[src/rtl/distributor.sv]
// Word-to-byte distributor: accepts 64-bit packet words and emits them byte by byte,
// tracking packet framing, flagging out-of-sequence words and counting completed packets.
`ifndef PFW_SZ
`define PFW_SZ 64
`endif
`ifndef PCC_DATA
`define PCC_DATA 2'd0
`endif
`ifndef PCC_SOP
`define PCC_SOP 2'd1
`endif
`ifndef PCC_EOP
`define PCC_EOP 2'd2
`endif
`ifndef PCC_BADEOP
`define PCC_BADEOP 2'd3
`endif

module distributor (
  input  logic               clk,
  input  logic               reset,
  input  logic               p_srdy,
  output logic               p_drdy,
  input  logic [`PFW_SZ-1:0] p_data,
  input  logic [1:0]         p_code,
  input  logic [2:0]         p_nbytes,
  output logic               c_srdy,
  input  logic               c_drdy,
  output logic [7:0]         c_data,
  output logic [1:0]         c_code,
  output logic               err_seq,
  output logic [15:0]        pkt_cnt
);

  typedef enum logic {StIdle, StSend} state_e;

  state_e             state_q, state_d;
  logic [`PFW_SZ-1:0] word_q, word_d;
  logic [1:0]         wcode_q, wcode_d;
  logic [2:0]         last_q, last_d;
  logic [2:0]         idx_q, idx_d;
  logic               in_pkt_q, in_pkt_d;
  logic               c_srdy_q, c_srdy_d;
  logic [7:0]         c_data_q, c_data_d;
  logic [1:0]         c_code_q, c_code_d;
  logic               err_seq_q, err_seq_d;
  logic [15:0]        pkt_cnt_q, pkt_cnt_d;

  logic       p_xfer, c_xfer, last_byte, word_ok;
  logic [2:0] p_last;

  // Byte 0 lives in the most significant byte of the word.
  function automatic logic [7:0] byte_sel(input logic [`PFW_SZ-1:0] w, input logic [2:0] i);
    logic [`PFW_SZ-1:0] s;
    s = w << {i, 3'b000};
    return s[`PFW_SZ-1 -: 8];
  endfunction

  function automatic logic [1:0] byte_code(input logic [1:0] code, input logic [2:0] i,
                                           input logic [2:0] last);
    logic [1:0] r;
    r = `PCC_DATA;
    if (code == `PCC_SOP && i == 3'd0) r = `PCC_SOP;
    else if (i == last && (code == `PCC_EOP || code == `PCC_BADEOP)) r = code;
    return r;
  endfunction

  always_comb begin
    last_byte = (idx_q == last_q);
    p_drdy    = reset & ((state_q == StIdle) | ((state_q == StSend) & c_drdy & last_byte));
    p_xfer    = p_srdy & p_drdy;
    c_xfer    = c_srdy_q & c_drdy;
    word_ok   = (p_code == `PCC_SOP) | in_pkt_q;
    if ((p_code == `PCC_EOP || p_code == `PCC_BADEOP) && p_nbytes != 3'd0) begin
      p_last = p_nbytes - 3'd1;
    end else begin
      p_last = 3'd7;
    end
  end

  always_comb begin
    state_d   = state_q;
    word_d    = word_q;
    wcode_d   = wcode_q;
    last_d    = last_q;
    idx_d     = idx_q;
    in_pkt_d  = in_pkt_q;
    c_srdy_d  = c_srdy_q;
    c_data_d  = c_data_q;
    c_code_d  = c_code_q;
    err_seq_d = 1'b0;
    pkt_cnt_d = pkt_cnt_q;

    if (c_xfer && (c_code_q == `PCC_EOP || c_code_q == `PCC_BADEOP)) begin
      pkt_cnt_d = pkt_cnt_q + 16'd1;
    end

    if (state_q == StSend && c_xfer) begin
      if (!last_byte) begin
        idx_d    = idx_q + 3'd1;
        c_data_d = byte_sel(word_q, idx_q + 3'd1);
        c_code_d = byte_code(wcode_q, idx_q + 3'd1, last_q);
      end else begin
        state_d  = StIdle;
        c_srdy_d = 1'b0;
      end
    end

    // A word accepted on the last-byte edge overrides the return to idle.
    if (p_xfer) begin
      if (p_code == `PCC_SOP) begin
        in_pkt_d  = 1'b1;
        err_seq_d = in_pkt_q;
      end else if (!in_pkt_q) begin
        err_seq_d = 1'b1;
      end else if (p_code != `PCC_DATA) begin
        in_pkt_d = 1'b0;
      end
      if (word_ok) begin
        state_d  = StSend;
        word_d   = p_data;
        wcode_d  = p_code;
        last_d   = p_last;
        idx_d    = 3'd0;
        c_srdy_d = 1'b1;
        c_data_d = byte_sel(p_data, 3'd0);
        c_code_d = byte_code(p_code, 3'd0, p_last);
      end
    end
  end

  always_ff @(posedge clk) begin
    if (!reset) begin
      state_q   <= StIdle;
      word_q    <= '0;
      wcode_q   <= `PCC_DATA;
      last_q    <= 3'd0;
      idx_q     <= 3'd0;
      in_pkt_q  <= 1'b0;
      c_srdy_q  <= 1'b0;
      c_data_q  <= 8'd0;
      c_code_q  <= `PCC_DATA;
      err_seq_q <= 1'b0;
      pkt_cnt_q <= 16'd0;
    end else begin
      state_q   <= state_d;
      word_q    <= word_d;
      wcode_q   <= wcode_d;
      last_q    <= last_d;
      idx_q     <= idx_d;
      in_pkt_q  <= in_pkt_d;
      c_srdy_q  <= c_srdy_d;
      c_data_q  <= c_data_d;
      c_code_q  <= c_code_d;
      err_seq_q <= err_seq_d;
      pkt_cnt_q <= pkt_cnt_d;
    end
  end

  assign c_srdy  = c_srdy_q;
  assign c_data  = c_data_q;
  assign c_code  = c_code_q;
  assign err_seq = err_seq_q;
  assign pkt_cnt = pkt_cnt_q;

endmodule
[config.mk]
export PLATFORM = sky130hd
export DESIGN_NAME = distributor
export DESIGN_NICKNAME = d
export VERILOG_FILES = /design/src/rtl/distributor.sv
export SDC_FILE = /design/constraint.sdc
export NUM_CORES = 1
export LEC_CHECK = 0
export CAP_MARGIN = 25
export CORE_MARGIN = 8
export CORE_UTILIZATION = 50
export CTS_CLUSTER_SIZE = 24
export DETAILED_ROUTE_END_ITERATION = 6
export GPL_TIMING_DRIVEN = 0
export PLACE_DENSITY = 0.83
export SYNTH_ARGS = -nofsm -noshare
export SYNTH_HDL_FRONTEND = slang
export SYNTH_SLANG_ARGS = --single-unit
[constraint.sdc]
create_clock -name clk -period 2.5 [get_ports clk]
set_input_delay 0.5 -clock clk [delete_from_list [all_inputs] [get_ports clk]]
set_output_delay 0.5 -clock clk [all_outputs]
set_load 0.005 [all_outputs]
==> results of run 1 <==
## worst max path at each step
stage	start	end	slack, ns	cells after the start
2_1_floorplan	idx_q[0]	c_data[6]	0.68	7
3_3_place_gp	c_drdy	p_drdy	-0.28	5
3_5_place_dp	c_drdy	p_drdy	-0.29	5
4_1_cts	c_drdy	p_drdy	0.0007	5
5_1_grt	last_q[1]	p_drdy	0.002	4
6_report	reset	p_drdy	0.06	4
## cells by family after synthesis
group | share of synthesized area (%)
simple gates | 19.88
compound gates | 16.10
flops | 45.69
buf+inv | 4.339
mux | 7.615
xor+xnor | 4.703
fa+ha+maj | 1.680
## what timing repair did
action,4_1_cts,5_1_grt
gates resized for setup,4,4
setup endpoints to repair,1,1
endpoints found under the hold margin,0,0
cloned,0,0
hold buffers,0,0
pin swaps,1,1
buffers inserted,1,1
## worst max-delay path, delay by kind of cell
family	cells	cell delay, ns
AND/OR/NAND/NOR	1	0.13
buffers and inverters	3	1.31
## metal layers
metal | GRT usage [%] | share of wire (%) | wire, um | vias to the layer above
met4 | 9.459 | 2.8 | 369 | 0
met5 | 0 | 0 | 0 | -
met2 | 35.06 | 49 | 6389 | 173
met3 | 5.628 | 7.3 | 952 | 29
met1 | 23.22 | 41 | 5276 | 2008
li1 | - | - | - | 2085
## placed cells by master (no fill, tap or decap), types with 3 or more instances in the layout
master | Yosys | routed
clkbuf_1 | 18 | 18
and4_1 | 6 | 6
a22oi_1 | 16 | 16
xor2_1 | 15 | 15
buf_1 | 3 | 3
clkbuf_8 | 0 | 11
a21oi_1 | 87 | 87
buf_2 | 14 | 14
nor2_1 | 24 | 24
dfxtp_1 | 102 | 99
clkdlybuf4s50_1 | 0 | 100
ha_1 | 6 | 6
a311oi_1 | 5 | 5
nand2_1 | 145 | 145
clkinv_4 | 0 | 3
o21ai_0 | 10 | 10
mux2i_1 | 34 | 34
xnor2_1 | 9 | 9
inv_1 | 6 | 6
nand3_1 | 15 | 15
and2_1 | 3 | 3
and3_1 | 8 | 8
buf_4 | 1 | 4
## sequential cells by signal, indices dropped and copies added, names as in the netlist
register and flops:
c_code 2, c_data 8, c_srdy 1, err_seq 1, idx_q 3, in_pkt_q 1
last_q 3, pkt_cnt 16, state_q 1, wcode_q 2, word_q 64
## power by group
group / leakage [nW] / total [W] / internal [W] / switching (W)
clock network: 0.0965 / 0.000970 / 0.000421 / 0.000549
logic: 1.14 / 0.000348 / 0.000188 / 0.000160
registers: 0.828 / 0.00170 / 0.00167 / 0.0000311
total: 2.06 / 0.00302 / 0.00228 / 0.000740
## cell type report
class,instances,area [sq um],area share (%)
Buffer,37,171.4,2.941
Inverter,7,26.28,0.4507
Clock buffer,12,155.1,2.662
Tap cell,108,135.1,2.318
Clock inverter,4,31.28,0.5366
Multi-Input combinational cell,398,2233,38.31
Sequential cell,102,2048,35.14
Timing Repair Buffer,103,1028,17.64
## synthesized netlist by cell type (2+ instances only)
| cell | number |
|---|---|
| nand2_1 | 145 |
| dfxtp_1 | 102 |
| a21oi_1 | 87 |
| mux2i_1 | 34 |
| nor2_1 | 24 |
| clkbuf_1 | 18 |
| a22oi_1 | 16 |
| nand3_1 | 15 |
| xor2_1 | 15 |
| buf_2 | 14 |
| o21ai_0 | 10 |
| xnor2_1 | 9 |
| and3_1 | 8 |
| and4_1 | 6 |
| ha_1 | 6 |
| inv_1 | 6 |
| a311oi_1 | 5 |
| and2_1 | 3 |
| buf_1 | 3 |
| nand2b_1 | 2 |
| nand4_1 | 2 |
| nor2b_1 | 2 |
## through the flow
| stage | setup slack [ns] | power (W) |
|---|---|---|
| after floorplan | 0.6836 | 0.001881 |
| after global placement | -0.2813 | 0.002068 |
| after detailed placement | -0.2880 | 0.002080 |
| after CTS | 0.0006650 | 0.003037 |
| after global routing | 0.001863 | 0.003132 |
| final | 0.05861 | 0.003019 |
==> out/metrics.csv, run 1 <==
stage,metric,value,unit
routing,Avg WL per Cell,16.84,um
final_layout,Inserted Diodes,0,
power_and_ir_drop,VDD IR max,0.0003302,V
worst_hold_path,Worst Hold Depth,2,
logic_synthesis,cell taking the most area after synthesis,dfxtp_1,
worst_setup_path,Worst Reg-to-Reg Cells,7,
placement,placed cell area,5615,sq um
timing,final hold slack,0.4581,ns
clock_network,CTS tree,yes,
global_routing,first-pass GRT wire length,20960,um
routing,drt pass-1 iters,4,
floorplanning,die width,110.5,um
final_layout,fin nets,737,
clock_network,Worst-path clk slew,0.08,ns
logic_synthesis,sequential area share after synthesis,45.69,%
floorplanning,Top Ports,102,
routing,WL final,12990,um
floorplanning,row count,34,
logic_synthesis,"Distinct cells, synth",34,
final_layout,fin util,67.17,%
worst_hold_path,Hold EP,word_q[40],
timing,Setup Skew,0.01009,ns
clock_network,cts bufs inserted,9,
worst_setup_path,Crit Path Max Fanout,10,
routing,DRC errors left,0,
timing,"Setup violations, final",0,
placement,Cell Count Post-Placement,753,
floorplanning,die area,12220,sq um
final_layout,"non-filler cells, final",771,
worst_hold_path,Hold WC Path Type,reg -> reg,
logic_synthesis,post-synthesis cell area,4469,sq um
clock_network,largest buffer count on any clock path,2,
timing,Final min period,2.441,ns
final_layout,Layout area overhead,30.43,%
final_layout,fin area,5829,sq um
timing,Max Fclk,0.4096,GHz
logic_synthesis,"EDFF count, synth",0,
placement,Placer Congestion,0.9276,
placement,PortBufs,101,
logic_synthesis,Synth Register Bits,102,
routing,Detail Route Antenna Nets,0,
worst_setup_path,Worst EP arrival,1.94,ns
clock_network,htree depth,3,
global_routing,Overflow after GRT,0,
timing,RSZ-0062 raised after global routing,no,
logic_synthesis,Synth Warn #,0,
flow_run,max capacitance violation total,0,
logic_synthesis,Async SR Flop Fraction,0,%
global_routing,largest net degree at the start of global routing,17,
logic_synthesis,Synth Flop Type,dfxtp_1,
worst_setup_path,classification of the worst setup path,in -> out,
worst_setup_path,Worst EP required,2.00,ns
worst_setup_path,Worst R2R End,c_data[0],
worst_setup_path,Critical Path Slowest Stage Cell,clkdlybuf4s50_1,
routing,number of DRC markers in iteration 0,273,
timing,Worst Max-Slew Pin Slew,0.7732,ns
worst_setup_path,Worst Setup Start Kind,input pin,
floorplanning,CORE AREA,8678,sq um
timing,Max-slew headroom,48.45,%
logic_synthesis,syn nets,623,
timing,period utilization,97.66,%
routing,via count,4295,
worst_setup_path,worst r2r src,idx_q[0],
worst_hold_path,Worst Hold Launch,word_q[40],
worst_setup_path,CP Cell Sequence,clkdlybuf4s50_1 -> buf_4 -> and2_1 -> clkdlybuf4s50_1,
worst_setup_path,most frequent CP cell,clkdlybuf4s50_1,
clock_network,CTS root buf,clkbuf_8,
placement,DPL Wire Length,9833,um
logic_synthesis,Synth area leaders,"dfxtp_1 (46%), nand2_1 (12%), a21oi_1 (9.7%)",
worst_setup_path,flop2flop setup slack,0.17,ns
power_and_ir_drop,Pleak,2.060,nW
worst_setup_path,CP max stage delay,0.59,ns
routing,vias per cell,5.571,
clock_network,# clock sinks,102,
timing,Final Hold Vio Count,0,
global_routing,vias in the first global route,4264,
clock_network,worst-skew pair later-pin latency,0.37,ns
floorplanning,height of the die,110.5,um
floorplanning,Initial Util,51.50,%
global_routing,initial antenna violation count,0,
worst_setup_path,CP endpoint kind,primary output,
final_layout,layout cell share with drive strength beyond 1,5.882,%
logic_synthesis,Synth top area share,45.69,%
power_and_ir_drop,pwr/cell area,517.9,nW/um^2
global_routing,GRT Total Usage,20.54,%
timing,max-slew violations,0,
logic_synthesis,Syn Area/Cell,8.216,sq um
timing,setup TNS,0,ns
status,status,completed,
logic_synthesis,Synth Instances,544,
final_layout,Layout fillers,711,
Power figures use the tool's default switching activity.
==> run 2: changes to the inputs <==
- CAP_MARGIN: 25 -> not set
- CORE_UTILIZATION: 50 -> 45
- PLACE_DENSITY: 0.83 -> 0.79
- clock period: 2.5 -> 2.1 ns (I/O delays scaled with it)
==> out/metrics.csv, run 2 (synthesis results as in run 1) <==
stage,metric,value,unit,change
clock_network,htree depth,3,,unchanged
final_layout,Layout area overhead,33.03,%,
routing,vias per cell,5.356,,-3.9%
clock_network,# hold bufs at CTS,0,,unchanged
final_layout,Top reg by flops,word_q,,
clock_network,largest buffer count on any clock path,2,,unchanged
global_routing,largest net degree at the start of global routing,17,,unchanged
final_layout,Layout fillers,867,,+22%
global_routing,first-pass GRT wire length,20900,um,-0.30%
final_layout,area of the multi-input gates,2270,sq um,+1.6%
clock_network,CTS tree,yes,,
timing,setup TNS,0,ns,unchanged
worst_setup_path,CP Cell Sequence,ha_1 -> buf_2 -> buf_2 -> mux2i_1 -> a22oi_1 -> nand3_1 -> a21oi_1,,
global_routing,Overflow after GRT,0,,unchanged
final_layout,Register Area,2056,sq um,+0.37%
final_layout,fin area,5946,sq um,+2.0%
status,status,completed,,
clock_network,# clock sinks,102,,unchanged
timing,Final Hold Vio Count,0,,unchanged
clock_network,cts bufs inserted,9,,unchanged
global_routing,vias in the first global route,4291,,+0.63%
power_and_ir_drop,Pleak,2.101,nW,+2.0%
floorplanning,CORE AREA,9729,sq um,+12%
timing,Worst Max-Slew Pin Slew,0.5861,ns,-0.1871 ns
routing,DRC errors left,0,,unchanged
power_and_ir_drop,pwr/cell area,643.7,nW/um^2,+24%
final_layout,"non-filler cells, final",795,,+3.1%
final_layout,fin nets,736,,-0.14%
timing,RSZ-0062 raised after global routing,no,,
floorplanning,die width,115.7,um,+4.6%
placement,PortBufs,101,,unchanged
worst_hold_path,Worst Hold Depth,2,,unchanged
floorplanning,Top Ports,102,,unchanged
floorplanning,height of the die,115.7,um,+4.6%
worst_hold_path,Hold WC Path Type,in -> reg,,
final_layout,Inserted Diodes,0,,unchanged
worst_setup_path,CP endpoint kind,register,,
routing,via count,4258,,-0.86%
timing,Max Fclk,0.4887,GHz,
final_layout,max reg flops,64,,unchanged
clock_network,worst-skew pair later-pin latency,0.37,ns,about the same
timing,Setup Skew,0.01630,ns,+0.006208 ns
timing,max-slew violations,0,,unchanged
global_routing,GRT Total Usage,19.56,%,-0.98 points
timing,Max-slew headroom,60.78,%,+12 points
clock_network,CTS root buf,clkbuf_8,,
worst_setup_path,classification of the worst setup path,reg -> reg,,
placement,Cell Count Post-Placement,778,,+3.3%
power_and_ir_drop,VDD IR max,0.0004278,V,+30%
final_layout,most frequent cells in the layout,"nand2_1 (145), clkdlybuf4s50_1 (98), dfxtp_1 (97), a21oi_1 (87), mux2i_1 (34)",,
worst_setup_path,Critical Path Slowest Stage Cell,dfxtp_4,,
timing,"Setup violations, final",0,,unchanged
placement,DPL Wire Length,9884,um,+0.52%
clock_network,Worst-path clk slew,0.11,ns,+0.03 ns
worst_setup_path,Crit Path Max Fanout,10,,unchanged
global_routing,initial antenna violation count,0,,unchanged
flow_run,max capacitance violation total,0,,unchanged
worst_setup_path,Worst Reg-to-Reg Cells,7,,unchanged
timing,period utilization,97.44,%,
floorplanning,row count,36,,+5.9%
placement,Placer Congestion,0.9011,,-2.9%
routing,drt pass-1 iters,6,,+2
worst_setup_path,Worst Setup Start Kind,register,,
worst_setup_path,CP max stage delay,0.39,ns,-0.20 ns
timing,Final min period,2.046,ns,
routing,WL final,13130,um,+1.1%
final_layout,layout cell share with drive strength beyond 1,8.006,%,+2.1 points
worst_setup_path,flop2flop setup slack,0.05,ns,-0.12 ns
placement,placed cell area,5647,sq um,+0.56%
routing,Avg WL per Cell,16.52,um,-1.9%
floorplanning,Initial Util,45.94,%,-5.6 points
worst_setup_path,Worst EP required,2.39,ns,+0.39 ns
routing,Detail Route Antenna Nets,0,,unchanged
routing,number of DRC markers in iteration 0,304,,+11%
worst_setup_path,most frequent CP cell,buf_2,,
worst_setup_path,Worst EP arrival,2.33,ns,+0.39 ns
floorplanning,die area,13380,sq um,+9.5%
final_layout,"commonest non-fill, non-tap cell in the layout",nand2_1,,
## run 2: cell types whose count changed in the layout (fill, tap and decap cells not counted), moves of 3 or more
cell | previous run | this run
clkbuf_1 | 18 | 14
clkbuf_2 | 0 | 5
xor2_1 | 15 | 12
xor2_2 | 0 | 3
## run 2: final cells by class
type | count | share of cell area, %
tap | 133 | 2.799
inverter | 7 | 0.4419
multi-input combinational | 398 | 38.17
sequential | 102 | 34.57
clock buffer | 11 | 2.378
clock inverter | 5 | 1.389
timing repair buffer | 103 | 17.26
buffer | 36 | 2.988
## run 2: repair_timing
item                                    in CTS  in global routing
pin swaps                                    2                  2
hold endpoints to repair                     0                  0
endpoints found under the setup margin      72                 87
resized for setup                           15                 17
setup buffers                                1                  1
## run 2: worst paths after layout
path               from         end
min reg2reg  word_q[15]  word_q[15]
min           p_code[1]    in_pkt_q
max            idx_q[0]   c_data[1]
max reg2reg    idx_q[0]   c_data[1]
## run 2: stage by stage
stage	hold slack, ns	setup slack, ns	util, %	total power [W]
after detailed placement	0.4465	-0.5144	58.04	0.002477
final	0.4157	0.05370	61.11	0.003827
after floorplan	0.4357	0.2836	-	0.002239
after CTS	0.4619	0.0009521	60.79	0.003824
after global routing	0.4224	0.006606	61.11	0.003960
after global placement	0.4410	-0.5243	58.04	0.002461
## run 2: worst max-delay path, delay by kind of cell, from the launching register on
family	cells	cell delay [ns]
buffers and inverters	2	0.57
AO/OA/AOI/OAI	2	0.46
AND/OR/NAND/NOR	1	0.14
adder cells (fa/ha/maj)	1	0.28
multiplexers	1	0.14
flip-flops	1	0.39
## run 2: routing by layer
layer	up-vias	part of all wire, %	wire [um]	global-route usage, %
met3	25	8.7	1147	5.941
met1	2014	41	5417	22.40
met2	148	48	6291	33.57
met5	-	0	0	0
met4	0	2.1	276	7.347
li1	2071	-	-	-
## run 2: report_power, final
group | internal, W | switching, W | total [W] | leakage, nW
combinational | 0.000226 | 0.000193 | 0.000419 | 1.16
sequential | 0.00199 | 0.0000387 | 0.00203 | 0.830
clock | 0.000707 | 0.000675 | 0.00138 | 0.113
total | 0.00292 | 0.000906 | 0.00383 | 2.10
==> RTL edit 1: new RTL, settings of run 2 <==
Set the macro `PFW_SZ` to 96 (it was 64).
--- a/src/rtl/distributor.sv
+++ b/src/rtl/distributor.sv
@@ -3,3 +3,3 @@
 `ifndef PFW_SZ
-`define PFW_SZ 64
+`define PFW_SZ 96
 `endif
Ports: changed (resized p_data); port bits go from 102 to 134. The function was not compared with the original's and may differ.
==> RTL edit 1 against run 2 <==
- synthesized area is 0.20% higher
- cell area is 0.23% lower
- count of clock-buffer cells in the layout stayed put
- wire length is 0.12% higher
- sequential share of layout area hardly changed
- sequential cell count stayed put
- total power is 3.3% lower
- worst hold slack better by 0.019 ns
- worst setup slack better by 0.0011 ns
- critical path type unchanged
==> RTL edit 1: results (changes against run 2) <==
Synth
  • Synth cell types: 36 (was 34)
  • Warnings, synthesis: 0 (unchanged)
  • Synth Net Count: 659 (was 623)
  • Register area share after synthesis: 45.6% (was 45.7%)
  • Leading cell types by count after synthesis: nand2_1 (144), dfxtp_1 (102), a21oi_1 (88), mux2i_1 (34), nor2_1 (22) (was nand2_1 (145), dfxtp_1 (102), a21oi_1 (87), mux2i_1 (34), nor2_1 (24))
  • Ranking of synthesized cells by area: dfxtp_1 (46%), nand2_1 (12%), a21oi_1 (9.8%) (was dfxtp_1 (46%), nand2_1 (12%), a21oi_1 (9.7%))
  • Ys async rst share: 0% (unchanged)
  • Prevailing post-synth register cell: dfxtp_1 (unchanged)

Power and ir drop
  • Sw Pwr: 0.000904 W (was 0.000906 W)
  • Pleak: 2.04 nW (was 2.10 nW)
  • Maximum vdd drop: 0.335 mV (was 0.428 mV)

Global route
  • Wire length of the first global-routing pass: 20.4 mm (was 20.9 mm)
  • Vias in the first global route: 4186 (was 4291)
  • Total global routing track utilization: 19.3% (was 19.6%)
  • M3 GR Usage: 3.34% (was 5.94%)
  • Grt met2 use: 33.4% (was 33.6%)
  • Met1 GRT Util: 23.5% (was 22.4%)

Place
  • Final GP Congestion: 0.901 (about the same)
  • HPWL after detailed placement: 9.87 mm (was 9.88 mm)

Route
  • DR vias: 4281 (was 4258)
  • Routed WL: 13.1 mm (about the same)
  • Drt first pass iters: 5 (was 6)
  • First-iteration detailed-routing DRC count: 230 (was 304)

Outcome
  • Status: completed (unchanged)

Setup path
  • CP max stage cell: dfxtp_4 (unchanged)
  • Crit path DAT: 2.32 ns
  • Max FO, Critical Path: 10 (unchanged)

Clock tree
  • Total CTS buffers: 9 (unchanged)
  • H-tree depth: 3 (unchanged)

Timing
  • Worst-margin pin slew: 0.649 ns (was 0.586 ns)
  • Hold Vio Cnt, Final: 0 (unchanged)
  • Worst Skew: 0.00908 ns (was 0.0163 ns)

Finish
  • Layout cells sized above 1: 7.07% (was 8.01%)
  • # nets final: 772 (was 736)
  • FILL cells: 840 (was 867)
  • Top reg by flops: word_q (unchanged)
  • Largest register FFs: 64 (unchanged)

Min path
  • Worst hold path type: primary input to register (unchanged)
RTL edit 1: changes by cell type after synthesis, moves of 2 or more:
cell | run 2 | this run
and4_1 | 6 | 1
clkbuf_1 | 18 | 16
inv_1 | 6 | 9
nor2_1 | 24 | 22
nor3_1 | 1 | 4
nor4_1 | 0 | 3
xnor2_1 | 9 | 15
xor2_1 | 15 | 8
RTL edit 1: layer usage:
layer	share of wire [%]	wire, um
met2	50	6510
met5	0	0
met1	42	5570
met4	1.8	240
met3	6.2	821
RTL edit 1: logic make-up (layout without fill, tap and decap cells):
kind of cell | after synthesis | in the layout | share of synthesized area (%)
simple gates | 211 | 211 | 19.8
compound gates | 126 | 126 | 16.3
flops | 102 | 102 | 45.6
buf+inv | 46 | 163 | 4.53
mux | 34 | 34 | 7.60
xor+xnor | 23 | 23 | 4.50
fa+ha+maj | 6 | 6 | 1.68
RTL edit 1: worst paths after layout:
kind | from | to | slack (ns) | depth (start not counted)
max | last_q[1] | last_q[0] | 0.05 | 8
min | p_code[1] | wcode_q[1] | 0.43 | 3
max reg2reg | last_q[1] | last_q[0] | 0.05 | 8
min reg2reg | word_q[39] | word_q[39] | 0.46 | 2
RTL edit 1: area by class of cell:
| class | count | area (um2) | share of cell area, % |
|---|---|---|---|
| clock buffers | 11 | 141 | 2.38 |
| multi-input cells | 400 | 2280 | 38.4 |
| repair buffers | 102 | 1010 | 17.1 |
| flip-flops and latches | 102 | 2050 | 34.6 |
| clock inverters | 4 | 55.1 | 0.928 |
| plain buffers | 36 | 184 | 3.10 |
| inverters | 10 | 37.5 | 0.633 |
| well taps | 133 | 166 | 2.81 |
RTL edit 1: worst max-delay path: cells and delay by family (launching register included):
kind            cells  cell delay [ns]
compound gates      2             0.60
flops               1             0.38
xor+xnor            1             0.20
buf+inv             3             0.54
simple gates        2             0.23
RTL edit 1: power by group through the flow:
stage	clock network [W]	registers, W	logic [W]
after CTS	0.00126	0.00203	0.000413
after global placement	0	0.00207	0.000399
after global routing	0.00134	0.00203	0.000458
after floorplan	0	0.00206	0.000178
final	0.00126	0.00203	0.000420
after detailed placement	0	0.00207	0.000407
RTL edit 1: what timing repair did:
action                                 CTS  global route
setup buffers                            1             0
pin swaps                                2             2
setup endpoints to repair               82            83
cloned                                   0             0
endpoints found under the hold margin    0             0
resized for setup                       14            16
RTL edit 1: stage by stage:
stage	std cells	hold WS (ns)	instance area, um2	power [W]	worst slack (ns)
2_1_floorplan	548	0.436	4480	0.00224	0.284
3_3_place_gp	782	0.442	5660	0.00247	-0.626
3_5_place_dp	782	0.447	5660	0.00248	-0.631
4_1_cts	798	0.460	5890	0.00370	-0.0271
5_1_grt	798	0.454	5930	0.00383	-0.0121
6_report	798	0.435	5930	0.00370	0.0548
==> RTL edit 2: new RTL, settings of run 2 <==
Without the edit above. Make the reset (`reset`) asynchronous in one clocked block.
--- a/src/rtl/distributor.sv
+++ b/src/rtl/distributor.sv
@@ -131,3 +131,3 @@
 
-  always_ff @(posedge clk) begin
+  always_ff @(posedge clk or negedge reset) begin
     if (!reset) begin
Formal check against the unedited RTL: differs if reset is asserted again (counterexample within 4 cycles, from zero or initial values and one cycle with reset low); with reset held inactive, the same outputs for 10 cycles.
==> RTL edit 2 against run 2 <==
- the run now ends with negative setup slack left
- worst setup slack worse by 0.19 ns
- die area is 15% higher
- cell area is 19% higher
- synthesized area is 17% higher
- global-route usage is 2.9 points lower
- worst hold slack worse by 0.34 ns
- wire length is 3.2% lower
- sequential cell count stayed put
- highest routed layer unchanged
Power is not compared: it rests on default switching activity, and its combinational part moved more than twofold at a synthesized area within 25%.
==> RTL edit 2: results (changes against run 2) <==
Outcome
  • Status: complete, but fails checks (was completed)
  • Violated checks: negative setup slack

Timing
  • Final setup viols: 75 (was 0)
  • Final WS setup: -0.134 ns (was 0.0537 ns)
  • Worst Skew: 0.00821 ns (was 0.0163 ns)
  • Hold WS: 0.0739 ns (was 0.416 ns)

Route
  • Routed WL: 12.7 mm (was 13.1 mm)
  • Met1 WL: 5.51 mm (was 5.42 mm)
  • First-iteration detailed-routing DRC count: 152 (was 304)
  • Metal2 WL: 6.35 mm (was 6.29 mm)
  • Drt first pass iters: 4 (was 6)

Place
  • HPWL after detailed placement: 8.98 mm (was 9.88 mm)
  • Final GP Congestion: 0.785 (was 0.901)
  • Post-Place Cells: 594 (was 778)

Synth
  • Synth cell types: 43 (was 34)
  • Synth Area in Compound Gates: 2.94% (was 16.1%)
  • Leading cell types by count after synthesis: dfrtp_1 (102), mux2_4 (70), mux2i_1 (42), inv_1 (16), xnor2_1 (13) (was nand2_1 (145), dfxtp_1 (102), a21oi_1 (87), mux2i_1 (34), nor2_1 (24))
  • Synth Area per Inst: 15.0 um2 (was 8.22 um2)
  • Ys async rst share: 100% (was 0%)
  • Xor and xnor area share after synthesis: 4.44% (was 4.70%)
  • Synth Net Count: 428 (was 623)

Setup path
  • Worst-case reg-to-reg path depth: 8 (was 7)
  • Worst reg2reg setup slack: -0.13 ns (was 0.05 ns)
  • CP max stage cell: dfrtp_1 (was dfxtp_4)
  • Worst setup path startpoint: idx_q[0] (unchanged)

Finish
  • Layout cells sized above 1: 30.0% (was 8.01%)
  • Layout Cells excl Fill: 627 (was 795)

Global route
  • Grt met2 use: 28.4% (was 33.6%)
  • Total global routing track utilization: 16.6% (was 19.6%)
  • Wire length of the first global-routing pass: 19.5 mm (was 20.9 mm)
  • M3 GR Usage: 3.85% (was 5.94%)

Clock tree
  • Postcts setup bufs: 8 (was 1)

Min path
  • Worst hold path type: primary input to async pin (was primary input to register)
[RTL edit 2: cell types whose count changed in the layout (fill, tap and decap cells not counted), sizes merged, moves of 8 or more]
cell           run 2  this run
a21oi             87         1
a22oi             16         1
buf               19        34
clkbuf            31        12
dfrtp              0       102
dfxtp            102         0
inv                7        19
mux2               0        75
mux2i             34        42
mux4               0         8
nand2            145         9
nand3             15         4
nor2              24         4
[RTL edit 2: power breakdown]
| part | internal, W | leakage (nW) | switching (W) | total (W) |
|---|---|---|---|---|
| Clock | 0.00106 | 0.158 | 0.000753 | 0.00181 |
| Sequential | 0.00281 | 1.25 | 0.000610 | 0.00342 |
| Combinational | 0.00317 | 1.73 | 0.00185 | 0.00501 |
| Total | 0.00703 | 3.14 | 0.00321 | 0.0102 |
[RTL edit 2: cell type report]
type	instances	area, um2
Inverter	16	60.1
Multi-Input combinational cell	215	2490
Timing Repair Buffer	119	1230
Sequential cell	102	2550
Tap cell	143	179
Clock buffer	10	229
Buffer	16	260
Clock inverter	6	91.3
Fill cell	849	4280
